### config.mk
export PLATFORM = sky130hd
export DESIGN_NAME = led_status_arbiter
export DESIGN_NICKNAME = d
export VERILOG_FILES = /design/src/rtl/led_status_pkg.sv /design/src/rtl/led_frame_timer.sv /design/src/rtl/led_status_arbiter.sv
export SDC_FILE = /design/constraint.sdc
export NUM_CORES = 1
export LEC_CHECK = 0
export CORE_ASPECT_RATIO = 0.5
export CORE_MARGIN = 5
export CORE_UTILIZATION = 30
export DETAILED_ROUTE_END_ITERATION = 12
export DONT_BUFFER_PORTS = 1
export GPL_ROUTABILITY_DRIVEN = 0
export GPL_TIMING_DRIVEN = 0
export PLACE_DENSITY = 0.43
export SYNTH_ARGS = -nofsm -noshare
export SYNTH_HDL_FRONTEND = slang
export SYNTH_SLANG_ARGS = --single-unit
### constraint.sdc
create_clock -name Clk -period 2.46 [get_ports Clk]
set_input_delay 0.369 -clock Clk [delete_from_list [all_inputs] [get_ports Clk]]
set_output_delay 0.369 -clock Clk [all_outputs]
set_load 0.1 [all_outputs]
### src/rtl/led_status_pkg.sv
// Shared types and constants for the front-panel status LED arbiter and frame timer.
package led_status_pkg;

    typedef enum logic [1:0] {
        ST_IDLE    = 2'd0,
        ST_GRANTED = 2'd1,
        ST_ERROR   = 2'd2
    } arb_state_e;

    localparam logic [1:0] LED_CODE_ONE   = 2'd0;
    localparam logic [1:0] LED_CODE_TWO   = 2'd1;
    localparam logic [1:0] LED_CODE_THREE = 2'd2;
    localparam logic [1:0] LED_CODE_ERR   = 2'd3;

    localparam int LED_FRAME_STEPS = 16;
    localparam int LED_FRAME_W     = $clog2(LED_FRAME_STEPS);

    // Index/counter width that never collapses to zero bits.
    function automatic int safe_clog2(input int n);
        return (n > 1) ? $clog2(n) : 1;
    endfunction

endpackage

### src/rtl/led_frame_timer.sv
// Blink-step prescaler and 16-step frame counter; pulses frame_start_o on the
// last clock of each frame so consumers stay aligned with the LED indicator.
module led_frame_timer
    import led_status_pkg::*;
#(
    parameter int CNTR_WIDTH = 3,
    parameter int CNTR_TICK  = 4
) (
    input  logic clk_i,
    input  logic rst_ni,
    output logic frame_start_o
);

    logic [CNTR_WIDTH-1:0]  tick_cntr_q, tick_cntr_d;
    logic [LED_FRAME_W-1:0] frame_cnt_q, frame_cnt_d;
    logic                   tick;

    assign tick = (tick_cntr_q == CNTR_WIDTH'(CNTR_TICK - 1));

    always_comb begin
        tick_cntr_d = tick ? '0 : tick_cntr_q + 1'b1;
        frame_cnt_d = tick ? frame_cnt_q + 1'b1 : frame_cnt_q;
    end

    always_ff @(posedge clk_i) begin
        if (!rst_ni) begin
            tick_cntr_q <= '0;
            frame_cnt_q <= '0;
        end else begin
            tick_cntr_q <= tick_cntr_d;
            frame_cnt_q <= frame_cnt_d;
        end
    end

    assign frame_start_o = tick && (frame_cnt_q == LED_FRAME_W'(LED_FRAME_STEPS - 1));

endmodule

### src/rtl/led_status_arbiter.sv
// Frame-aligned fixed-priority arbiter for the single status LED, with minimum
// display hold. Optional sticky error display enabled by LED_ARB_ERR_LATCH_EN.
module led_status_arbiter
    import led_status_pkg::*;
#(
    parameter int NUM_REQ    = 4,
    parameter int CNTR_WIDTH = 3,
    parameter int CNTR_TICK  = 4,
    parameter int MIN_FRAMES = 2
) (
    input  logic                   Clk,
    input  logic                   Rst_n,
    input  logic [NUM_REQ-1:0]     req,
    input  logic [2*NUM_REQ-1:0]   code,
    input  logic                   err_in,
    input  logic                   err_clr,
    output logic [1:0]             state,
    output logic [NUM_REQ-1:0]     grant,
    output logic                   frame_start
);

    localparam int IDX_W  = safe_clog2(NUM_REQ);
    localparam int HOLD_W = safe_clog2(MIN_FRAMES);
    localparam logic [HOLD_W-1:0] HOLD_RELOAD = HOLD_W'(MIN_FRAMES - 1);

    arb_state_e         fsm_q;
    logic [NUM_REQ-1:0] grant_q;
    logic [IDX_W-1:0]   idx_q;
    logic [HOLD_W-1:0]  hold_q;
    logic [1:0]         state_q;

    logic               win_vld;
    logic [IDX_W-1:0]   win_idx;
    logic [NUM_REQ-1:0] win_oh;
    logic [1:0]         win_code;
    logic [1:0]         gnt_code;
    logic               gnt_req_hi;

    led_frame_timer #(
        .CNTR_WIDTH (CNTR_WIDTH),
        .CNTR_TICK  (CNTR_TICK)
    ) u_frame_timer (
        .clk_i         (Clk),
        .rst_ni        (Rst_n),
        .frame_start_o (frame_start)
    );

`ifdef LED_ARB_ERR_LATCH_EN
    logic err_q;

    // A set on the same edge as a clear wins, so a persistent fault stays visible.
    always_ff @(posedge Clk) begin
        if (!Rst_n) begin
            err_q <= 1'b0;
        end else if (err_in) begin
            err_q <= 1'b1;
        end else if (err_clr) begin
            err_q <= 1'b0;
        end
    end
`else
    logic unused_err;
    assign unused_err = err_in ^ err_clr;
`endif

    always_comb begin
        win_vld  = 1'b0;
        win_idx  = '0;
        win_oh   = '0;
        win_code = LED_CODE_ONE;
        gnt_code = LED_CODE_ONE;
        for (int i = 0; i < NUM_REQ; i++) begin
            if (req[i] && !win_vld) begin
                win_vld   = 1'b1;
                win_idx   = IDX_W'(i);
                win_oh[i] = 1'b1;
                win_code  = code[2*i +: 2];
            end
            if (idx_q == IDX_W'(i)) begin
                gnt_code = code[2*i +: 2];
            end
        end
    end

    assign gnt_req_hi = |(req & grant_q);

    // Everything moves on frame_start only, so a blink pattern is never cut short.
    always_ff @(posedge Clk) begin
        if (!Rst_n) begin
            fsm_q   <= ST_IDLE;
            grant_q <= '0;
            idx_q   <= '0;
            hold_q  <= '0;
            state_q <= LED_CODE_ONE;
        end else if (frame_start) begin
`ifdef LED_ARB_ERR_LATCH_EN
            if (err_q) begin
                fsm_q   <= ST_ERROR;
                grant_q <= '0;
                hold_q  <= '0;
                state_q <= LED_CODE_ERR;
            end else
`endif
            if (fsm_q == ST_GRANTED && gnt_req_hi && hold_q != '0) begin
                hold_q  <= hold_q - 1'b1;
                state_q <= gnt_code;
            end else if (fsm_q == ST_GRANTED && gnt_req_hi && win_idx == idx_q) begin
                state_q <= gnt_code;
            end else if (win_vld) begin
                fsm_q   <= ST_GRANTED;
                grant_q <= win_oh;
                idx_q   <= win_idx;
                hold_q  <= HOLD_RELOAD;
                state_q <= win_code;
            end else begin
                fsm_q   <= ST_IDLE;
                grant_q <= '0;
                hold_q  <= '0;
                state_q <= LED_CODE_ONE;
            end
        end
    end

    assign state = state_q;
    assign grant = grant_q;

endmodule

# [Word-level counts from Yosys, hierarchy flattened]
# Index checks and enable logic that the tools add are counted.
[totals] reg_bits=18 input_bits=16 out_inout_bits=7 word_cells=64
[op_classes] add_sub_neg=3 n_eq_ne=8 n_mux=26 bitwise=4 reduce_logical=16
[ops] op="two-way mux 2 bit" count=13
[ops] op="two-way mux 1 bit" count=12
[ops] op="logical AND 1 bit" count=7
[ops] op="adder 4 x 1 -> 4 bit, second input constant" count=1
[ops] op="AND 4 bit" count=1
[ops] op="equality test 2 x 1 -> 1 bit, second input constant" count=2
[ops] op="equality test 2 bit, second input constant" count=2
[ops] op="equality test 4 bit, second input constant" count=1
[ops] op="two-way mux 4 bit" count=1
[ops] op="AND reduction 4 bit" count=1
[ops] op="OR reduction 4 bit" count=1
[ops] op="adder 3 x 1 -> 3 bit, second input constant" count=1
[ops] op="equality test 3 x 2 -> 1 bit, second input constant" count=1
[ops] op="zero test 1 bit" count=3
[ops] op="inverter 1 bit" count=3
[ops] op="AND reduction 3 bit" count=1
[ops] op="equality test 2 bit" count=1
[ops] op="zero test 2 bit" count=1
[ops] op="!= test 2 bit, second input constant" count=1
[ops] op="AND reduction 2 bit" count=1
[ops] op="OR reduction 2 bit" count=1
[ops] op="subtractor 1 bit, second input constant" count=1

# [Longest topological paths before layout]
# Gate-level depths: netlist (run 1).
[depth] word_depth=14 mapped_depth=8 ltp_nobuf=7

# [Cells and area by module]
# Synthesis (run 1) repeated with hierarchy kept, for this count alone.
[unflattened] hier_cells=110 area_unflattened_um2=997.2
[modules_own_cells] mod="led_status_arbiter" instances=1 cells_per_inst=80 area_per_inst_um2=689.4 seq_area_each_um2=200.2
[modules_own_cells] mod="led_frame_timer" instances=1 cells_per_inst=30 area_per_inst_um2=307.8 seq_area_each_um2=140.1

# [Worst setup path before layout (run 1)]
# No wires, ideal clock.
[synth_path] kind="register to register" from="reg u_frame_timer.tick_cntr_q[0]" to="reg idx_q[1]" setup_time_ns=0.060 arrival_ns=2.230 setup_slack_ns=0.170 path_stages_with_launch=9 path_buffers=1 synth_period_minus_slack_ns=2.290 path_cell_list="dfxtp_1 ha_1 ha_1 buf_2 nand4_1 inv_1 o41ai_1 nor2_1 o221a_1"
[synth_via] elab_chain_cells=3
[synth_rtl] item="from (decl)" line_no="led_frame_timer.sv:14" source="logic [CNTR_WIDTH-1:0] tick_cntr_q, tick_cntr_d;"
[synth_rtl] item="from (signal assigned)" line_no="led_frame_timer.sv:30" source="tick_cntr_q <= tick_cntr_d;"
[synth_rtl] item="equality test 3 x 2 -> 1 bit" line_no="led_frame_timer.sv:18" source="assign tick = (tick_cntr_q == CNTR_WIDTH'(CNTR_TICK - 1));"
[synth_rtl] item="logical AND 1 bit" line_no="led_frame_timer.sv:35" source="assign frame_start_o = tick && (frame_cnt_q == LED_FRAME_W'(LED_FRAME_STEPS - 1));"
[synth_rtl] item="named net frame_start" line_no="led_status_arbiter.sv:19" source="output logic frame_start"
[synth_rtl] item="AND reduction 4 bit (no line)"
[synth_rtl] item="to (signal assigned)" line_no="led_status_arbiter.sv:112" source="idx_q <= win_idx;"
[synth_rtl] item="to (decl)" line_no="led_status_arbiter.sv:28" source="logic [IDX_W-1:0] idx_q;"
# The timed path passes the listed nets, and every way through them passes these cells.
# A chain may end at the register's enable or synchronous reset.

# [Final worst setup path (run 1)]
[layout_path] from="reg u_frame_timer.tick_cntr_q[0]" to="reg idx_q[0]"
# Same word-level chain as after synthesis.

==> results.cfg, run 1 <==
[flow_run]
cap_violations = 0

[yosys]
synthCells = 104
synth-seq-cells = 17
syn_area_um2 = 961
avgSynthCellArea_um2 = 9.24
yosys_warnings = 0
synthArstFlopShare_pct = 0
ys_types = 39
yosysSeqAreaShare_pct = 35.4
synthesis.nets = 123
synth_ff_type = dfxtp_1
synth_edf_count = 0

[final_layout]
diodes = 0
final_cells = 150
ff_latch_area_um2 = 340
syn_to_final_growth_pct = 14.2
drive_gt1_share_pct = 20.0
multiInputGateArea_um2 = 588
final_nets = 130
fillerInstances = 322

[sta]
rsz0062_at_grt = no
slew_viol_final = 0
worstMarginPinSlew_ns = 1.01
clock_skew_ns = 0.00304
relSlewSlack_pct = 32.6
min_period_over_period_pct = 92.8
timing.hold.ws_ns = 0.270
fmax_mhz = 438
hold_viol = 0
layout_setup_ws_ns = 0.177
period_minus_slack_ns = 2.28
setup_violations = 0

[power]
p_sw_mw = 0.131
pwr-share-seq_pct = 52.0
swShare_pct = 23.8
power_density_nw_per_um2 = 500
internal-power_mw = 0.418
power_mw = 0.549
p_leak_nw = 0.404
vdd_ir_drop_max_mv = 0.171
p_comb_share_pct = 10.0
clkPwrFrac_pct = 38.0

[floorplan]
start_util_pct = 31.7
io_pins = 23
num_rows = 14
die_x_um = 90.0
core_area_um2 = 3030
dieArea_um2 = 4500
die_y_um = 50.0

[placed_design]
port_buffers = 0
pre_cts_slack_ns = -0.193
hpwl_um = 1640
place_inst = 144

[worst_setup_path]
reg2reg_from = u_frame_timer.tick_cntr_q[0]
arrival_ns = 2.42
required_ns = 2.60
start_kind = flop
path_max_fanout = 6
critPathKind = flop to flop
startpoint = u_frame_timer.tick_cntr_q[0]
end_kind = flop

[clocking]
cts_htree_levels = 1
clock_latency_ns = 0.25
clk_path_buf_depth = 2
cts-root-buf = clkbuf_8
cts_sinks = 17
cts_tree = built
cts_hold_buf = 0
cts_made_buffers = 3
path_clk_slew_ns = 0.07

[global_routing]
grt_pass1_vias = 759
grt_use_total_pct = 10.5
grt_max_degree = 11
grt-ovfl-total = 0
grt_pass1_wl_um = 3800
antenna_found_initial = 0

[detailed_routing]
drtIter0Drc = 25
drc = 0
wl_um = 2170
avgViaCountPerCell = 4.87
ant_nets = 0
via_count = 730
drtPass1Iterations = 3
wl_per_cell_um = 14.5

[min_path]
hold_class = input port to flop
hold_start = req[3]

[run_status]
status = finished clean
-- cell usage after synthesis (all sizes together), types with 2 or more instances --
| master | count | share of area, % |
|---|---|---|
| mux2i | 6 | 6.3 |
| nand4 | 2 | 1.3 |
| nor2b | 3 | 2.0 |
| clkbuf | 2 | 0.78 |
| a31oi | 2 | 2.9 |
| dfxtp | 17 | 35 |
| nand3b | 2 | 1.6 |
| nor3 | 2 | 1.0 |
| o221a | 2 | 2.3 |
| o21ai | 3 | 1.6 |
| ha | 3 | 3.9 |
| nand2b | 3 | 2.7 |
| mux4 | 2 | 4.7 |
| a21oi | 3 | 1.6 |
| xnor2 | 2 | 1.8 |
| inv | 5 | 2.0 |
| nand3 | 3 | 1.6 |
| buf | 5 | 2.9 |
| nand2 | 10 | 3.9 |
| nor2 | 7 | 3.3 |
| a22o | 2 | 1.8 |
| and2 | 6 | 3.9 |
-- kinds of logic (layout without fill, tap and decap cells) --
group,after synthesis,in the layout,share of synthesized area (%)
buffers and inverters,12,18,5.60
xor gates and xnor gates,3,3,2.73
muxes,9,9,12.1
DFF,17,17,35.4
and+or+nand+nor,39,39,22.1
adders and majority gates,3,3,3.91
AOI/OAI and AO/OA,21,21,18.1
-- through the flow --
stage	utilization [%]	setup TNS [ns]	cell area, µm²
floorplan	-	0	961
global placement	33.4	-0.507	1010
detailed placement	33.4	-0.509	1010
CTS	35.3	0	1070
global route	36.2	0	1100
finish	36.2	0	1100
-- critical path: stages, from the launching register on --
cell	delay [ns]
dfxtp_1	0.32
ha_1	0.19
ha_1	0.16
buf_2	0.15
nand4_1	0.22
clkinvlp_4	0.60
o41ai_4	0.21
nor2_2	0.09
o221a_1	0.23
-- path summary, 6_finish.rpt --
path	depth (start not counted)	slack, ns	end
max	8	0.18	idx_q[0]
min	2	0.27	grant[3]
max reg2reg	8	0.18	idx_q[0]
min reg2reg	1	0.42	u_frame_timer.tick_cntr_q[0]
-- power by group through the flow --
stage	Clock (mW)	Combinational, mW	Sequential [mW]
after floorplan	0	0.0442	0.291
after global placement	0	0.0541	0.292
after detailed placement	0	0.0541	0.292
after CTS	0.219	0.0546	0.286
after global routing	0.241	0.0643	0.286
final	0.208	0.0549	0.285
-- metal layers --
metal / vias up / track usage (%) / wire length, µm
met4: 0 / 2.97 / 0
li1: 380 / - / -
met3: 0 / 4.10 / 122
met2: 18 / 16.4 / 1000
met5: - / 0 / 0
met1: 332 / 13.5 / 1040
-- what timing repair did --
action,CTS,global route
resized for setup,2,3
hold endpoints to repair,0,0
setup endpoints to repair,4,5
setup buffers,0,2
pin swaps,0,1
-- area by class of cell --
type / count / share of cell area (%)
multi-input cells: 75 / 53.6
flip-flops and latches: 17 / 31.0
well taps: 40 / 4.56
clock buffers: 3 / 3.76
plain buffers: 7 / 3.19
inverters: 5 / 2.05
repair buffers: 2 / 1.37
clock inverters: 1 / 0.456
-- registers in the layout (all words and copies together) (netlist names) --
register / cells
u_frame_timer.frame_cnt_q: 4
hold_q: 1
fsm_q: 1
state: 2
grant: 4
u_frame_timer.tick_cntr_q: 3
idx_q: 2
-- cell usage in the layout, fill, tap and decap left out, drive strengths merged, types with 3 or more instances in the layout --
master	n
nor2	7
a21oi	3
nand2	10
o21ai	3
mux2i	6
inv	4
buf	7
dfxtp	17
and2	6
nand2b	3
clkbuf	5
nor2b	3
ha	3
nand3	3
Note: power is estimated with default switching activity, not from simulation.
==> run 2, diff against run 1 <==
Settings changed: SYNTH_HIERARCHICAL from default to 1.
==> run 2 against run 1 <==
  * Cell area shrank 0.23%
  * Die area grew 3.2%
  * Core utilization down 0.90 points
==> results.cfg, run 2 <==
[run_status]
status = finished clean

[final_layout]
final_nets = 134
diodes = 0
drive_gt1_share_pct = 16.7
syn_to_final_growth_pct = 9.79
final_cell_mix = dfxtp_1 (17), nand2_1 (15), nor2_1 (9)
layout_commonest_cell = dfxtp_1
postLayoutCoreUtil_pct = 35.3

[worst_setup_path]
reg2reg_depth = 7
critPathKind = flop to flop
start_kind = flop
rr_endpoint = idx_q[0]
path_max_fanout = 9
end_kind = flop
reg2reg_from = u_frame_timer/tick_cntr_q[0]
required_ns = 2.66
arrival_ns = 2.40
r2r_setup_slack_ns = 0.25

[sta]
fmax_mhz = 453
relSlewSlack_pct = 32.6
period_minus_slack_ns = 2.21
hold_viol = 0
slew_viol_final = 0
clock_skew_ns = 0.00652
timing.hold.ws_ns = 0.266
fin_setup_tns_ns = 0
min_period_over_period_pct = 89.6
setup_violations = 0
worstMarginPinSlew_ns = 1.01
rsz0062_at_grt = no

[power]
p_leak_nw = 0.454
vdd_ir_drop_max_mv = 0.147
power_density_nw_per_um2 = 504

[clocking]
cts_made_buffers = 3
cts-root-buf = clkbuf_8
path_clk_slew_ns = 0.07
cts_htree_levels = 1
clk_path_buf_depth = 2
cts_sinks = 17
clock_latency_ns = 0.25
cts_tree = built
cts_setup_buffers = 0

[global_routing]
grt_use_total_pct = 10.1
grt_max_degree = 11
grt_pass1_wl_um = 3670
grt-ovfl-total = 0
antenna_found_initial = 0
grt_pass1_vias = 717

[yosys]
synth.most_common_cell = dfxtp_1
synthCells = 110
ys_types = 37
ys_top_cells_by_count = dfxtp_1 (17), nand2_1 (15), nor2_1 (9)
synthesis.nets = 129
synth_top_area_share_pct = 34.1
synth_edf_count = 0
syn_area_um2 = 997
synth_area_leaders = dfxtp_1 (34%), mux2i_1 (6.0%), nand2_1 (5.6%), mux4_2 (4.5%), ha_1 (3.8%)
synth_top_area_cell = dfxtp_1
avgSynthCellArea_um2 = 9.07
yosys_warnings = 6
synthArstFlopShare_pct = 0
synth-seq-cells = 17
yosysSeqAreaShare_pct = 34.1
synth_ff_type = dfxtp_1

[placed_design]
hpwl_um = 1660
port_buffers = 0

[detailed_routing]
wl_per_cell_um = 14.3
ant_nets = 0
avgViaCountPerCell = 5.13
via_count = 790
drc = 0
drtIter0Drc = 43
drtPass1Iterations = 4
wl_um = 2200

[min_path]
hold_class = input port to flop
hold_start = Rst_n
hold_depth = 2
holdPathEnd = state[0]

[floorplan]
start_util_pct = 32.2
die_y_um = 50.8
io_pins = 23
die_x_um = 91.5
dieArea_um2 = 4650
core_area_um2 = 3100
num_rows = 14

[flow_run]
cap_violations = 0
[run 2: changes by cell type after synthesis, sizes merged, moves of 3 or more]
cell,delta
nand2,+5
a21oi,+4
a22oi,+3
and2,-5
[run 2: final cells by class]
| class | count | area, µm² |
|---|---|---|
| Multi-Input combinational cell | 81 | 578 |
| Clock buffer | 3 | 41.3 |
| Tap cell | 40 | 50.0 |
| Inverter | 5 | 18.8 |
| Sequential cell | 17 | 340 |
| Clock inverter | 1 | 5.00 |
| Fill cell | 320 | 2010 |
| Buffer | 7 | 61.3 |
[run 2: worst max path at each step]
stage,depth (start not counted),endpoint,startpoint,slack [ns]
final,7,idx_q[0],u_frame_timer/tick_cntr_q[0],0.25
after global routing,7,idx_q[0],u_frame_timer/tick_cntr_q[0],0.10
after CTS,7,idx_q[0],u_frame_timer/tick_cntr_q[0],0.27
after detailed placement,7,idx_q[0],u_frame_timer/tick_cntr_q[0],-0.09
after global placement,7,idx_q[0],u_frame_timer/tick_cntr_q[0],-0.13
after floorplan,6,idx_q[1],u_frame_timer/tick_cntr_q[0],0.15
[run 2: cell families after synthesis]
kind of cell               count (synthesis)  synth area share (%)
adders and majority gates                  3                  3.76
xor gates and xnor gates                   1                 0.878
DFF                                       17                  34.1
and+or+nand+nor                           43                  23.2
muxes                                      8                  10.5
buffers and inverters                     12                  8.03
AOI/OAI and AO/OA                         26                  19.4
[run 2: per-layer routing]
| metal | vias up | share of wire, % | global-route usage (%) |
|---|---|---|---|
| li1 | 400 | - | - |
| met2 | 11 | 43 | 15.2 |
| met5 | - | 0 | 0 |
| met1 | 374 | 51 | 13.1 |
| met3 | 5 | 5.7 | 4.78 |
| met4 | 0 | 0.91 | 2.25 |
[run 2: power by group]
group	internal [mW]	total, mW	leakage [nW]	switching [mW]
Clock	0.112	0.211	0.0255	0.0987
Combinational	0.0264	0.0549	0.291	0.0286
Sequential	0.282	0.286	0.138	0.00355
Total	0.421	0.552	0.454	0.131
[run 2: timing repair]
| action | in CTS | in global routing |
|---|---|---|
| hold buffers | 0 | 0 |
| endpoints found under the setup margin | 4 | 0 |
| gates resized for setup | 1 | 0 |
[run 2: through the flow]
stage	instance area (µm²)	power, mW	setup WS [ns]	std cells
after CTS	1090	0.562	0.274	154
after detailed placement	1050	0.347	-0.0940	150
after global routing	1090	0.582	0.102	154
after floorplan	997	0.338	0.149	110
after global placement	1050	0.348	-0.130	150
final	1090	0.552	0.255	154
[run 2: critical path: stages, from the launching register on]
cell     delay, ns
dfxtp_1       0.34
ha_1          0.15
ha_1          0.15
buf_6         0.12
and4_2        0.68
nand2_1       0.14
a21oi_1       0.30
o221a_2       0.25
==> run 3, diff against run 2 <==
Settings changed: MAX_ROUTING_LAYER from default to met4.
==> run 3 against run 2 <==
  * Sequential power hardly changed
  * Worst hold slack hardly changed
  * Wire length fell by 0.27%
  * Final cell count is the same
  * Setup slack improved by 0.0065 ns
  * Combinational power hardly changed
  * Largest power group unchanged
==> results.cfg, run 3 (synthesis results as in run 2) <==
[worst_setup_path]
cpMostUsedCell = ha_1
path_max_fanout = 9
path_buf_inv = 1
reg2reg_from = u_frame_timer/tick_cntr_q[0]
reg2reg_depth = 7
critPathTopFamily = simple AND/OR/NAND/NOR gates
crit_path_end = idx_q[0]
path_cells = ha_1, ha_1, buf_6, and4_2, nand2_1, a21oi_1, o221a_2
rr_endpoint = idx_q[0]
startpoint = u_frame_timer/tick_cntr_q[0]
crit_slowest_cell = and4_2
slowest_delay_ns = 0.68
cp_num_cells = 7
critPathKind = flop to flop
required_ns = 2.66
start_kind = flop
arrival_ns = 2.40
r2r_setup_slack_ns = 0.26
end_kind = flop

[final_layout]
layout_commonest_cell = dfxtp_1
final_cell_mix = dfxtp_1 (17), nand2_1 (15), nor2_1 (9)
drive_gt1_share_pct = 16.7
diodes = 0
syn_to_final_growth_pct = 9.79
final_nets = 134
postLayoutCoreUtil_pct = 35.3

[floorplan]
core_area_um2 = 3100
dieArea_um2 = 4650
die_y_um = 50.8
die_x_um = 91.5
num_rows = 14
start_util_pct = 32.2
io_pins = 23

[detailed_routing]
wl_per_cell_um = 14.3
ant_nets = 0
drc = 0
wl_met2_um = 925
wirelength_met1_um = 1110
drtPass1Iterations = 5
wl_met3_um = 136
wl_um = 2200
topRoutingLayerUsed = met4
drtIter0Drc = 42
via_count = 789
avgViaCountPerCell = 5.12

[clocking]
clock_latency_ns = 0.26
cts_made_buffers = 3
cts-root-buf = clkbuf_8
cts_sinks = 17
cts_htree_levels = 1
path_clk_slew_ns = 0.07
cts_tree = built
clk_path_buf_depth = 2
cts_hold_buf = 0

[min_path]
hold_class = input port to flop
hold_depth = 2

[placed_design]
hpwl_um = 1660
pre_cts_slack_ns = -0.0940
port_buffers = 0

[sta]
rsz0062_at_grt = no
timing.hold.ws_ns = 0.266
worstMarginPinSlew_ns = 1.01
relSlewSlack_pct = 32.6
clock_skew_ns = 0.00647
setup_violations = 0
layout_setup_ws_ns = 0.261
min_period_over_period_pct = 89.4
hold_viol = 0
slew_viol_final = 0
fmax_mhz = 455
period_minus_slack_ns = 2.20

[flow_run]
cap_violations = 0

[run_status]
status = finished clean

[power]
pwr-share-seq_pct = 51.8
p_leak_nw = 0.454
power_density_nw_per_um2 = 504
clkPwrFrac_pct = 38.3
p_comb_share_pct = 9.9
power_mw = 0.552
vdd_ir_drop_max_mv = 0.147
swShare_pct = 23.7
p_sw_mw = 0.131
internal-power_mw = 0.421

[global_routing]
antenna_found_initial = 0
grt_pass1_vias = 716
grt-ovfl-total = 0
grt_use_total_pct = 10.4
grt_pass1_wl_um = 3680
grt_max_degree = 11
-- run 3: layout make-up --
| cell class | count | area (µm²) |
|---|---|---|
| clock buffers | 3 | 41.3 |
| fillers | 320 | 2010 |
| multi-input cells | 81 | 578 |
| plain buffers | 7 | 61.3 |
| clock inverters | 1 | 5.00 |
| well taps | 40 | 50.0 |
| inverters | 5 | 18.8 |
| flip-flops and latches | 17 | 340 |
-- run 3: routing by layer --
layer / vias up / global-route usage [%]
met5: - / -
met4: 0 / 2.25
met3: 5 / 4.78
met2: 13 / 15.1
met1: 371 / 13.2
li1: 400 / -
-- run 3: power groups by stage --
stage / clock [mW] / sequential [mW] / combinational, mW
after floorplan: 0 / 0.291 / 0.0467
after global placement: 0 / 0.292 / 0.0557
after detailed placement: 0 / 0.292 / 0.0552
after CTS: 0.220 / 0.286 / 0.0555
after global routing: 0.233 / 0.287 / 0.0630
final: 0.211 / 0.286 / 0.0549
-- run 3: repair_timing --
action                                  CTS  global route
resized for setup                         1             0
endpoints found under the hold margin     0             0
buffers inserted                          0             0
endpoints found under the setup margin    4             0
-- run 3: worst reg2reg max path, delay by kind of cell, from the launching register on --
kind	cells	cell delay, ns
DFF	1	0.34
buffers and inverters	1	0.12
AOI/OAI and AO/OA	2	0.54
and+or+nand+nor	2	0.82
adders and majority gates	2	0.30
-- run 3: stage by stage --
stage,std cells,instance area (µm²),setup TNS (ns)
3_3_place_gp,150,1050,-0.312
5_1_grt,154,1090,0
6_report,154,1090,0
4_1_cts,154,1090,0
2_1_floorplan,110,997,0
3_5_place_dp,150,1050,-0.214
-- run 3: worst min-delay path by stage --
stage	start	endpoint	slack, ns
3_5_place_dp	u_frame_timer/tick_cntr_q[0]	u_frame_timer/tick_cntr_q[0]	0.42
6_report	Rst_n	state[0]	0.27
5_1_grt	Rst_n	state[0]	0.25
3_3_place_gp	u_frame_timer/tick_cntr_q[0]	u_frame_timer/tick_cntr_q[0]	0.42
4_1_cts	Rst_n	state[0]	0.26
2_1_floorplan	u_frame_timer/tick_cntr_q[0]	u_frame_timer/tick_cntr_q[0]	0.40
